--- src/rtl/alu_issue_stage.sv ---
`default_nettype none
// ============================================================================
// Module   : alu_issue_stage
// Brief    : Issue/retire wrapper for a fixed-latency ALU. Buffers requests,
//            issues only when result space is reserved via credits, and
//            returns tagged results with IEEE-754 class flags.
// Revision : 1.0
// ============================================================================
module alu_issue_stage #(
    parameter int DEPTH     = 4,
    parameter int RES_DEPTH = 4,
    parameter int TAG_W     = 4,
    parameter int ALU_LAT   = 1
) (
    input  logic             clk,
    input  logic             rst,
    input  logic             in_valid,
    output logic             in_ready,
    input  logic [31:0]      in_a,
    input  logic [31:0]      in_b,
    input  logic [2:0]       in_op,
    input  logic [TAG_W-1:0] in_tag,
    output logic [31:0]      alu_a,
    output logic [31:0]      alu_b,
    output logic [2:0]       alu_op,
    input  logic [31:0]      alu_result,
    output logic             out_valid,
    input  logic             out_ready,
    output logic [31:0]      out_result,
    output logic [TAG_W-1:0] out_tag,
    output logic             out_err,
    output logic             out_nan,
    output logic             out_inf,
    output logic             out_zero,
    output logic             out_denorm
);

    localparam int c_in_aw  = $clog2(DEPTH);
    localparam int c_res_aw = $clog2(RES_DEPTH);
    localparam int c_cred_w = $clog2(RES_DEPTH + 1);

    localparam logic [c_in_aw:0]    c_in_full    = (c_in_aw + 1)'(DEPTH);
    localparam logic [c_cred_w-1:0] c_cred_init  = c_cred_w'(RES_DEPTH);
    localparam logic [2:0]          c_op_illegal = 3'b111;
    localparam logic [31:0]         c_forced_nan = 32'h7FC0_0000;

    // Input FIFO
    logic [31:0]        r_in_a   [DEPTH];
    logic [31:0]        r_in_b   [DEPTH];
    logic [2:0]         r_in_op  [DEPTH];
    logic [TAG_W-1:0]   r_in_tag [DEPTH];
    logic [c_in_aw-1:0] r_in_wr;
    logic [c_in_aw-1:0] r_in_rd;
    logic [c_in_aw:0]   r_in_cnt;

    // ALU drive registers and in-flight tracking
    logic [31:0]         r_alu_a;
    logic [31:0]         r_alu_b;
    logic [2:0]          r_alu_op;
    logic [ALU_LAT:0]    r_pv;
    logic [ALU_LAT:0]    r_perr;
    logic [TAG_W-1:0]    r_ptag [ALU_LAT+1];
    logic [c_cred_w-1:0] r_credits;

    // Result FIFO; flag word is {err, nan, inf, zero, denorm}
    logic [31:0]         r_res_word [RES_DEPTH];
    logic [TAG_W-1:0]    r_res_tag  [RES_DEPTH];
    logic [4:0]          r_res_flag [RES_DEPTH];
    logic [c_res_aw-1:0] r_res_wr;
    logic [c_res_aw-1:0] r_res_rd;
    logic [c_res_aw:0]   r_res_cnt;

    logic        w_push;
    logic        w_issue;
    logic        w_issue_err;
    logic        w_cap;
    logic        w_pop;
    logic [31:0] w_cap_word;
    logic        w_exp_max;
    logic        w_exp_zero;
    logic        w_frac_nz;
    logic [4:0]  w_cap_flag;

    assign in_ready    = !rst && (r_in_cnt != c_in_full);
    assign w_push      = in_valid && in_ready;
    // A credit reserves a result FIFO slot, since the ALU cannot be stalled
    assign w_issue     = (r_in_cnt != '0) && (r_credits != '0);
    assign w_issue_err = (r_in_op[r_in_rd] == c_op_illegal);
    assign w_cap       = r_pv[ALU_LAT];
    assign w_pop       = out_valid && out_ready;

    assign w_cap_word = r_perr[ALU_LAT] ? c_forced_nan : alu_result;
    assign w_exp_max  = &w_cap_word[30:23];
    assign w_exp_zero = ~|w_cap_word[30:23];
    assign w_frac_nz  = |w_cap_word[22:0];
    assign w_cap_flag = {r_perr[ALU_LAT],
                         w_exp_max  &  w_frac_nz,
                         w_exp_max  & ~w_frac_nz,
                         w_exp_zero & ~w_frac_nz,
                         w_exp_zero &  w_frac_nz};

    always_ff @(posedge clk) begin
        if (rst) begin
            r_in_wr   <= '0;
            r_in_rd   <= '0;
            r_in_cnt  <= '0;
            r_alu_a   <= '0;
            r_alu_b   <= '0;
            r_alu_op  <= '0;
            r_pv      <= '0;
            r_credits <= c_cred_init;
            r_res_wr  <= '0;
            r_res_rd  <= '0;
            r_res_cnt <= '0;
        end else begin
            if (w_push) begin
                r_in_wr <= r_in_wr + 1'b1;
            end
            if (w_issue) begin
                r_in_rd  <= r_in_rd + 1'b1;
                r_alu_a  <= r_in_a[r_in_rd];
                r_alu_b  <= r_in_b[r_in_rd];
                r_alu_op <= r_in_op[r_in_rd];
            end
            r_in_cnt  <= r_in_cnt + {{c_in_aw{1'b0}}, w_push}
                                  - {{c_in_aw{1'b0}}, w_issue};
            r_credits <= r_credits + {{(c_cred_w-1){1'b0}}, w_pop}
                                   - {{(c_cred_w-1){1'b0}}, w_issue};
            r_pv      <= {r_pv[ALU_LAT-1:0], w_issue};
            if (w_cap) begin
                r_res_wr <= r_res_wr + 1'b1;
            end
            if (w_pop) begin
                r_res_rd <= r_res_rd + 1'b1;
            end
            r_res_cnt <= r_res_cnt + {{c_res_aw{1'b0}}, w_cap}
                                   - {{c_res_aw{1'b0}}, w_pop};
        end
    end

    // Payload storage: only meaningful where the qualifying valid state says so
    always_ff @(posedge clk) begin
        if (w_push) begin
            r_in_a[r_in_wr]   <= in_a;
            r_in_b[r_in_wr]   <= in_b;
            r_in_op[r_in_wr]  <= in_op;
            r_in_tag[r_in_wr] <= in_tag;
        end
        r_perr    <= {r_perr[ALU_LAT-1:0], w_issue_err};
        r_ptag[0] <= r_in_tag[r_in_rd];
        for (int i = 1; i <= ALU_LAT; i++) begin
            r_ptag[i] <= r_ptag[i-1];
        end
        if (w_cap) begin
            r_res_word[r_res_wr] <= w_cap_word;
            r_res_tag[r_res_wr]  <= r_ptag[ALU_LAT];
            r_res_flag[r_res_wr] <= w_cap_flag;
        end
    end

    assign alu_a  = r_alu_a;
    assign alu_b  = r_alu_b;
    assign alu_op = r_alu_op;

    assign out_valid  = (r_res_cnt != '0);
    assign out_result = out_valid ? r_res_word[r_res_rd] : '0;
    assign out_tag    = out_valid ? r_res_tag[r_res_rd]  : '0;
    assign {out_err, out_nan, out_inf, out_zero, out_denorm} =
        out_valid ? r_res_flag[r_res_rd] : 5'b0;

endmodule

`default_nettype wire

--- config.mk ---
export PLATFORM = sky130hd
export DESIGN_NAME = alu_issue_stage
export DESIGN_NICKNAME = d
export VERILOG_FILES = /design/src/rtl/alu_issue_stage.sv
export SDC_FILE = /design/constraint.sdc
export NUM_CORES = 1
export LEC_CHECK = 0
export BUFFER_PORTS_ARGS = -buffer_cell sky130_fd_sc_hd__buf_2
export CAP_MARGIN = 15
export CORE_MARGIN = 2
export CORE_UTILIZATION = 55
export DETAILED_ROUTE_END_ITERATION = 7
export HOLD_SLACK_MARGIN = 0.12
export PLACE_DENSITY = 0.75
export SYNTH_ARGS = -nofsm -noshare
export SYNTH_HDL_FRONTEND = slang
export SYNTH_SLANG_ARGS = --single-unit
--- constraint.sdc ---
create_clock -name clk -period 4.85 [get_ports clk]
set_clock_uncertainty 0.1 [all_clocks]
set_input_delay 0.485 -clock clk [delete_from_list [all_inputs] [get_ports clk]]
set_output_delay 0.485 -clock clk [all_outputs]
set_load 0.005 [all_outputs]
==> metrics.md, run 1 <==
| Metric | Value |
|---|---|
| Outcome | finished, final reports clean |
| Crit path depth | 4 |
| Max Slew Vio Count | 0 |
| Fmax | 0.304 GHz |
| Later-pin clock latency in the skew report | 0.58 ns |
| TritonCTS clock tree | done |
| Leakage power | 8.54 nW |
| WL final | 42400 um |
| CP startpoint kind | flop |
| Total GRT Usage | 0.220 |
| Syn_area_per_cell | 18.4 um2 |
| Hold Path Class | in -> reg |
| Port Buf Inserts | 216 |
| IO Count | 217 |
| Wire length per cell | 22.1 um |
| Setup TNS | 0 ns |
| Root buffer cell | clkbuf_16 |
| NumNets Final | 1527 |
| Mux contribution to synthesized area | 0.124 |
| Layout Utilization | 0.669 |
| Critical path type | reg -> out |
| Setup Viol. Count Final | 0 |
| CP endpoint kind | output port |
| Final period utilization | 0.678 |
| Post-synthesis compound-gate area fraction | 0.0359 |
| Int Pwr | 9.90 mW |
| Worst-case reg-to-reg path depth | 4 |
| Fin. Hold Viols | 0 |
| FF-to-FF End | r_in_a[3][17]$_DFFE_PP_ |
| Largest family of logic cells by synthesized area | multiplexers |
| Worst-margin pin slew | 1.18 ns |
| Min-delay src | alu_result[27] |
| Initial antenna violation count | 2 |
| Starting Density | 0.560 |
| Crit path cell chain | buf_4, mux4_2, nor2b_1, buf_2 |
| Fraction of the mapped netlist area in adder cells | 0.0114 |
| Detailed Route Iter0 Violations | 711 |
| CORE AREA | 36800 um2 |
| Crit path required time | 4.26 ns |
| CTS H-tree depth | 2 |
| RSZ-0062 raised after global routing | no |
| Slowest stage delay, CP | 0.67 ns |
| Via count of the first global-routing pass | 11600 |
| PwrDens | 562 nW/um2 |
| R2r setup slk | 2.20 ns |
| CTS Buffer Depth | 3 |
| Seq pwr share | 0.458 |
| Syn Nets | 1244 |
| YS warnings | 0 |
| Total congestion overflow | 0 |
| Num rows | 70 |
| Worst-path maximum fanout | 27 |
| Synth Register Bits | 548 |
| Via count | 11200 |
| Max-Cap Viols | 0 |
| Post-synth cell types | 39 |
| Post-synthesis sequential area ratio | 0.750 |
| DRC Markers | 0 |
| Clock transition at path regs | 0.06 ns |
| Post-Synthesis Cells | 1120 |
| Min Tclk post-route | 3.29 ns |
| Detailed Place HPWL | 23000 um |
| Die height | 198 um |
| TritonCTS Sinks | 548 |
| Post-synthesis xor/xnor area fraction | 0.00340 |
| Drt pass-1 iters | 5 |
| Post-CTS setup buffer count | 0 |
| Crit path to | out_tag[3] |
| Area delta synth->final | 19.3% |
| Worst path top cell family by delay | buffers and inverters |
| Post-Syn Area | 20600 um2 |
| Psw | 3.92 mW |
| Combinational power share | 0.240 |
| Share of layout cells above drive strength 1 | 0.310 |
| Largest net degree at the start of global routing | 71 |
| Clk network pwr share | 0.302 |
| Post-Synth Simple-Gate Area | 0.0546 |
| Slowest CP cell | dfxtp_2 |
| First-pass GRT wire length | 65200 um |
| Final ANT Viol Nets | 0 |
| Reg2reg start | r_in_cnt[1]$_SDFF_PP0_ |
| Die X | 198 um |
| Total Die Area | 39000 um2 |
| Max_slew headroom | 0.211 |
| Net Sw Frac | 0.284 |
| Buf+Inv Stages, Crit Path | 2 |
| Crit path DAT | 2.70 ns |
| Final GP Congestion | 0.753 |
| Peak supply drop | 0.444 mV |
| Drt via density | 5.82 |
| Num CTS Buffers | 52 |
-- stage by stage --
stage | std cells | worst slack (ns) | hold slack (ns) | power, mW | area [um2]
after floorplan | 1120 | 1.57 | 0.210 | 8.53 | 20600
after CTS | 1915 | 1.44 | 0.121 | 13.9 | 24600
after global placement | 1744 | 1.94 | 0.212 | 9.62 | 22100
after global routing | 1915 | 1.33 | 0.138 | 14.5 | 24600
final | 1916 | 1.56 | 0.158 | 13.8 | 24600
after detailed placement | 1744 | 1.86 | 0.215 | 9.70 | 22100
-- cell usage after synthesis, drive strengths merged --
| master | count | area (um2) |
|---|---|---|
| edfxtp | 448 | 13500 |
| nor2b | 69 | 432 |
| and3 | 1 | 6.26 |
| a31o | 1 | 8.76 |
| mux2 | 1 | 11.3 |
| fa | 3 | 60.1 |
| nor3 | 8 | 50.1 |
| o21ai | 68 | 340 |
| nand2 | 3 | 11.3 |
| o311ai | 1 | 8.76 |
| nor3b | 2 | 20.0 |
| nand3 | 67 | 335 |
| a21oi | 72 | 360 |
| inv | 17 | 63.8 |
| mux4 | 112 | 2520 |
| ha | 14 | 175 |
| a311oi | 1 | 15.0 |
| and4 | 3 | 26.3 |
| o31ai | 1 | 7.51 |
| or2 | 9 | 56.3 |
| clkbuf | 37 | 139 |
| and2 | 10 | 62.6 |
| dfxtp | 100 | 2000 |
| buf | 37 | 226 |
| nand3b | 1 | 7.51 |
| or3 | 3 | 18.8 |
| xor2 | 4 | 35.0 |
| mux2i | 2 | 20.0 |
| nor4 | 7 | 43.8 |
| xnor2 | 4 | 35.0 |
| nor2 | 13 | 48.8 |
| nand4 | 1 | 6.26 |
-- power groups by stage --
stage | logic (mW) | registers, mW | clock network [mW]
final | 3.31 | 6.33 | 4.17
after detailed placement | 3.27 | 6.43 | 0
after global routing | 3.63 | 6.43 | 4.41
after global placement | 3.21 | 6.41 | 0
after CTS | 3.34 | 6.35 | 4.25
after floorplan | 2.44 | 6.09 | 0
-- cell families after synthesis --
group | count (synthesis)
flip-flops | 548
AND/OR/NAND/NOR | 197
AO/OA/AOI/OAI | 144
multiplexers | 115
buffers and inverters | 91
adder cells (fa/ha/maj) | 17
XOR/XNOR | 8
-- repair_timing --
item / in CTS / in global routing
endpoints found under the setup margin: 0 / 0
hold buffers: 73 / 0
resized for setup: 0 / 0
hold endpoints to repair: 292 / 0
-- metal layers --
layer  part of all wire  GRT usage  routed length (um)  vias to the layer above
met2               0.50      0.370               21000                      426
li1                   -          -                   -                     4982
met5            0.00031          0                  13                        -
met1               0.40      0.287               17100                     5665
met3              0.072     0.0487                3060                       78
met4              0.027     0.0777                1130                        2
-- cells in the final DEF (no fill, tap or decap), drive strengths merged, types with 17 or more instances in the layout --
master / count
nor2b: 69
inv: 17
dlygate4sd3: 73
o21ai: 68
clkinv: 19
dfxtp: 100
clkbuf: 71
nand3: 67
mux4: 112
a21oi: 72
edfxtp: 448
buf: 230
-- state kept, by name (all words and copies together) (netlist names), named ones only --
| register | count |
|---|---|
| r_in_op | 12 |
| r_res_wr | 2 |
| r_res_flag | 20 |
| r_ptag | 8 |
| r_in_b | 128 |
| r_in_a | 128 |
| r_pv | 2 |
| r_res_cnt | 3 |
| r_in_tag | 16 |
| r_res_rd | 2 |
| alu_b | 32 |
| r_in_rd | 2 |
| r_in_wr | 2 |
| alu_op | 3 |
| r_credits | 3 |
| r_res_word | 128 |
| alu_a | 32 |
| r_in_cnt | 3 |
| r_perr | 2 |
| r_res_tag | 16 |
-- layout make-up --
class                           count  area [um2]
Clock inverter                     27         313
Multi-Input combinational cell    481        4760
Clock buffer                       71        1480
Sequential cell                   548       15500
Antenna cell                        1        2.50
Tap cell                          468         586
Fill cell                        2458       12200
Timing Repair Buffer              303        1930
Inverter                           17        63.8
-- worst min-delay path by stage --
stage                     slack, ns                           to  depth (start not counted)
after floorplan                0.21            r_perr[1]$_DFF_P_                          0
after global placement         0.21         r_ptag[0][6]$_DFF_P_                          0
after detailed placement       0.21         r_ptag[0][5]$_DFF_P_                          0
after CTS                      0.12  r_res_word[3][26]$_DFFE_PP_                          2
after global routing           0.14  r_res_word[2][27]$_DFFE_PP_                          2
final                          0.16  r_res_word[3][27]$_DFFE_PP_                          2
Note: power is estimated with default switching activity, not from simulation.
==> run 2: changes to the inputs <==
==> constraint.sdc (replaced) <==
create_clock -name clk -period 3.4 [get_ports clk]
set_clock_uncertainty 0.1 [all_clocks]
set_input_delay 0.34 -clock clk [delete_from_list [all_inputs] [get_ports clk]]
set_output_delay 0.34 -clock clk [all_outputs]
set_load 0.005 [all_outputs]
==> run 2 against run 1 <==
  * Power grew 43%
  * Sequential power grew 41%
  * Final cell count grew 2.5%
  * Die area is the same
  * Hold slack gained 0.064 ns
  * Non-clock buffer count grew 45
  * Critical endpoint is now out_zero
  * Largest cell class unchanged
  * Largest power group unchanged
==> metrics.md, run 2 (synthesis gave the netlist of run 1 again) <==
| Metric | Value |
|---|---|
| Die X | 198 um (unchanged) |
| Clock transition at path regs | 0.06 ns (about the same) |
| Crit path required time | 2.96 ns (-1.30 ns) |
| Largest net degree at the start of global routing | 72 (+1.4%) |
| IO Count | 217 (unchanged) |
| Crit path DAT | 2.49 ns (-0.21 ns) |
| Fin Hold WS | 0.222 ns (+0.0641 ns) |
| Worst-path maximum fanout | 16 (-41%) |
| Crit path cell chain | buf_4, mux4_2, nor2b_1, buf_2 |
| Most frequent cells in the layout | 448 x edfxtp_1, 215 x buf_2, 112 x mux4_2 |
| Slowest stage delay, CP | 0.68 ns (about the same) |
| Max-Cap Viols | 0 (unchanged) |
| Worst-margin pin slew | 1.06 ns (-0.124 ns) |
| Fin. Hold Viols | 0 (unchanged) |
| CTS H-tree depth | 2 (unchanged) |
| Setup TNS | 0 ns (unchanged) |
| Critical path type | reg -> out |
| Total Die Area | 39000 um2 (unchanged) |
| Port Buf Inserts | 216 (unchanged) |
| Detailed Place HPWL | 24900 um (+7.9%) |
| Later-pin clock latency in the skew report | 0.58 ns (about the same) |
| Via count | 11400 (+2.5%) |
| DRC Markers | 0 (unchanged) |
| CORE AREA | 36800 um2 (unchanged) |
| TritonCTS clock tree | done |
| Max_slew headroom | 0.294 (+0.0827) |
| TritonCTS Sinks | 548 (unchanged) |
| Worst path top cell family by delay | flip-flops |
| Wire length per cell | 22.7 um (+2.9%) |
| CP endpoint kind | output port |
| Drt via density | 5.82 (about the same) |
| WL final | 44700 um (+5.5%) |
| Starting Density | 0.560 (unchanged) |
| Fmax | 0.341 GHz |
| NumNets Final | 1573 (+3.0%) |
| Hold Path Class | reg -> reg |
| Root buffer cell | clkbuf_16 |
| CTS Buffer Depth | 3 (unchanged) |
| Max Slew Vio Count | 0 (unchanged) |
| Biggest regs | r_in_a: 128 flops, r_in_b: 128 flops, r_res_word: 128 flops |
| Buf+Inv Stages, Crit Path | 2 (unchanged) |
| Peak supply drop | 0.525 mV (+18%) |
| Drt pass-1 iters | 4 (-1) |
| Leakage power | 8.75 nW (+2.5%) |
| CP startpoint kind | flop |
| Area delta synth->final | 21.6% |
| Via count of the first global-routing pass | 11900 (+2.4%) |
| Die height | 198 um (unchanged) |
| Setup Viol. Count Final | 0 (unchanged) |
| Num rows | 70 (unchanged) |
| Num CTS Buffers | 53 (+1.9%) |
| Final ANT Viol Nets | 0 (unchanged) |
| Total congestion overflow | 0 (unchanged) |
| PwrDens | 789 nW/um2 (+40%) |
| Final GP Congestion | 0.765 (+1.6%) |
| Detailed Route Iter0 Violations | 850 (+20%) |
| Outcome | finished, final reports clean |
| Layout Utilization | 0.681 (+0.0128) |
| Initial antenna violation count | 3 (+1) |
| RSZ-0062 raised after global routing | no |
| Most common cell after layout, fill and taps aside | edfxtp_1 |
| Min Tclk post-route | 2.93 ns |
| Post-cts repair resize count | 0 (unchanged) |
| Slowest CP cell | dfxtp_2 |
| Total GRT Usage | 0.234 (+0.0136) |
| Post-CTS setup buffer count | 0 (unchanged) |
| First-pass GRT wire length | 68600 um (+5.1%) |
| Final period utilization | 0.862 |
| Share of layout cells above drive strength 1 | 0.310 (+0.000508) |
[run 2: changes by cell type in the layout (fill, tap and decap cells not counted)]
cell           before  now
clkbuf_8            6   10
clkinv_1            9    8
bufinv_16           7    4
diode_2             1    3
dlygate4sd3_1      73  106
buf_12              1    7
inv_6               0    1
clkbuf_1           11   10
clkinv_2            9   10
buf_4              14   20
[run 2: per-layer routing]
metal,vias to the layer above,share of wire,global-route usage
met1,5824,0.40,0.306
li1,5068,-,-
met5,-,0,0
met3,69,0.069,0.0406
met4,0,0.024,0.0752
met2,472,0.51,0.403
[run 2: power by group]
group          switching [mW]  leakage, nW  internal (mW)
sequential              0.713         4.91           8.24
clock                    2.41        0.869           3.43
combinational            2.58         2.98           2.40
total                    5.70         8.75           14.1
[run 2: area by class of cell]
| type | instances | area, um2 |
|---|---|---|
| clock buffer | 74 | 1530 |
| clock inverter | 25 | 233 |
| tap | 468 | 586 |
| sequential | 548 | 15500 |
| antenna | 3 | 7.51 |
| inverter | 17 | 63.8 |
| fill | 2410 | 11700 |
| multi-input combinational | 481 | 4760 |
| timing repair buffer | 348 | 2430 |
[run 2: what timing repair did]
action                     4_1_cts  5_1_grt
hold buffers                   106        0
setup endpoints to repair        0        0
hold endpoints to repair       435        0
[run 2: worst paths after layout]
| check | from | cells past startpoint | to | slack (ns) |
|---|---|---|---|---|
| max | flop | 4 | out_zero | 0.47 |
| max reg2reg | r_res_cnt[1]$_SDFF_PP0_ | 10 | r_res_cnt[2]$_SDFF_PP0_ | 0.91 |
| min | r_ptag[0][3]$_DFF_P_ | 0 | r_ptag[0][7]$_DFF_P_ | 0.22 |
| min reg2reg | r_ptag[0][3]$_DFF_P_ | 0 | r_ptag[0][7]$_DFF_P_ | 0.22 |
[run 2: stage by stage]
stage | cell area, um2 | setup WS [ns] | total power [mW] | std cells
2_1_floorplan | 20600 | 0.264 | 12.2 | 1120
3_3_place_gp | 22200 | 0.958 | 13.8 | 1756
3_5_place_dp | 22200 | 0.892 | 14.0 | 1756
4_1_cts | 25100 | 0.362 | 19.9 | 1961
5_1_grt | 25100 | 0.255 | 20.7 | 1964
6_report | 25100 | 0.468 | 19.8 | 1964
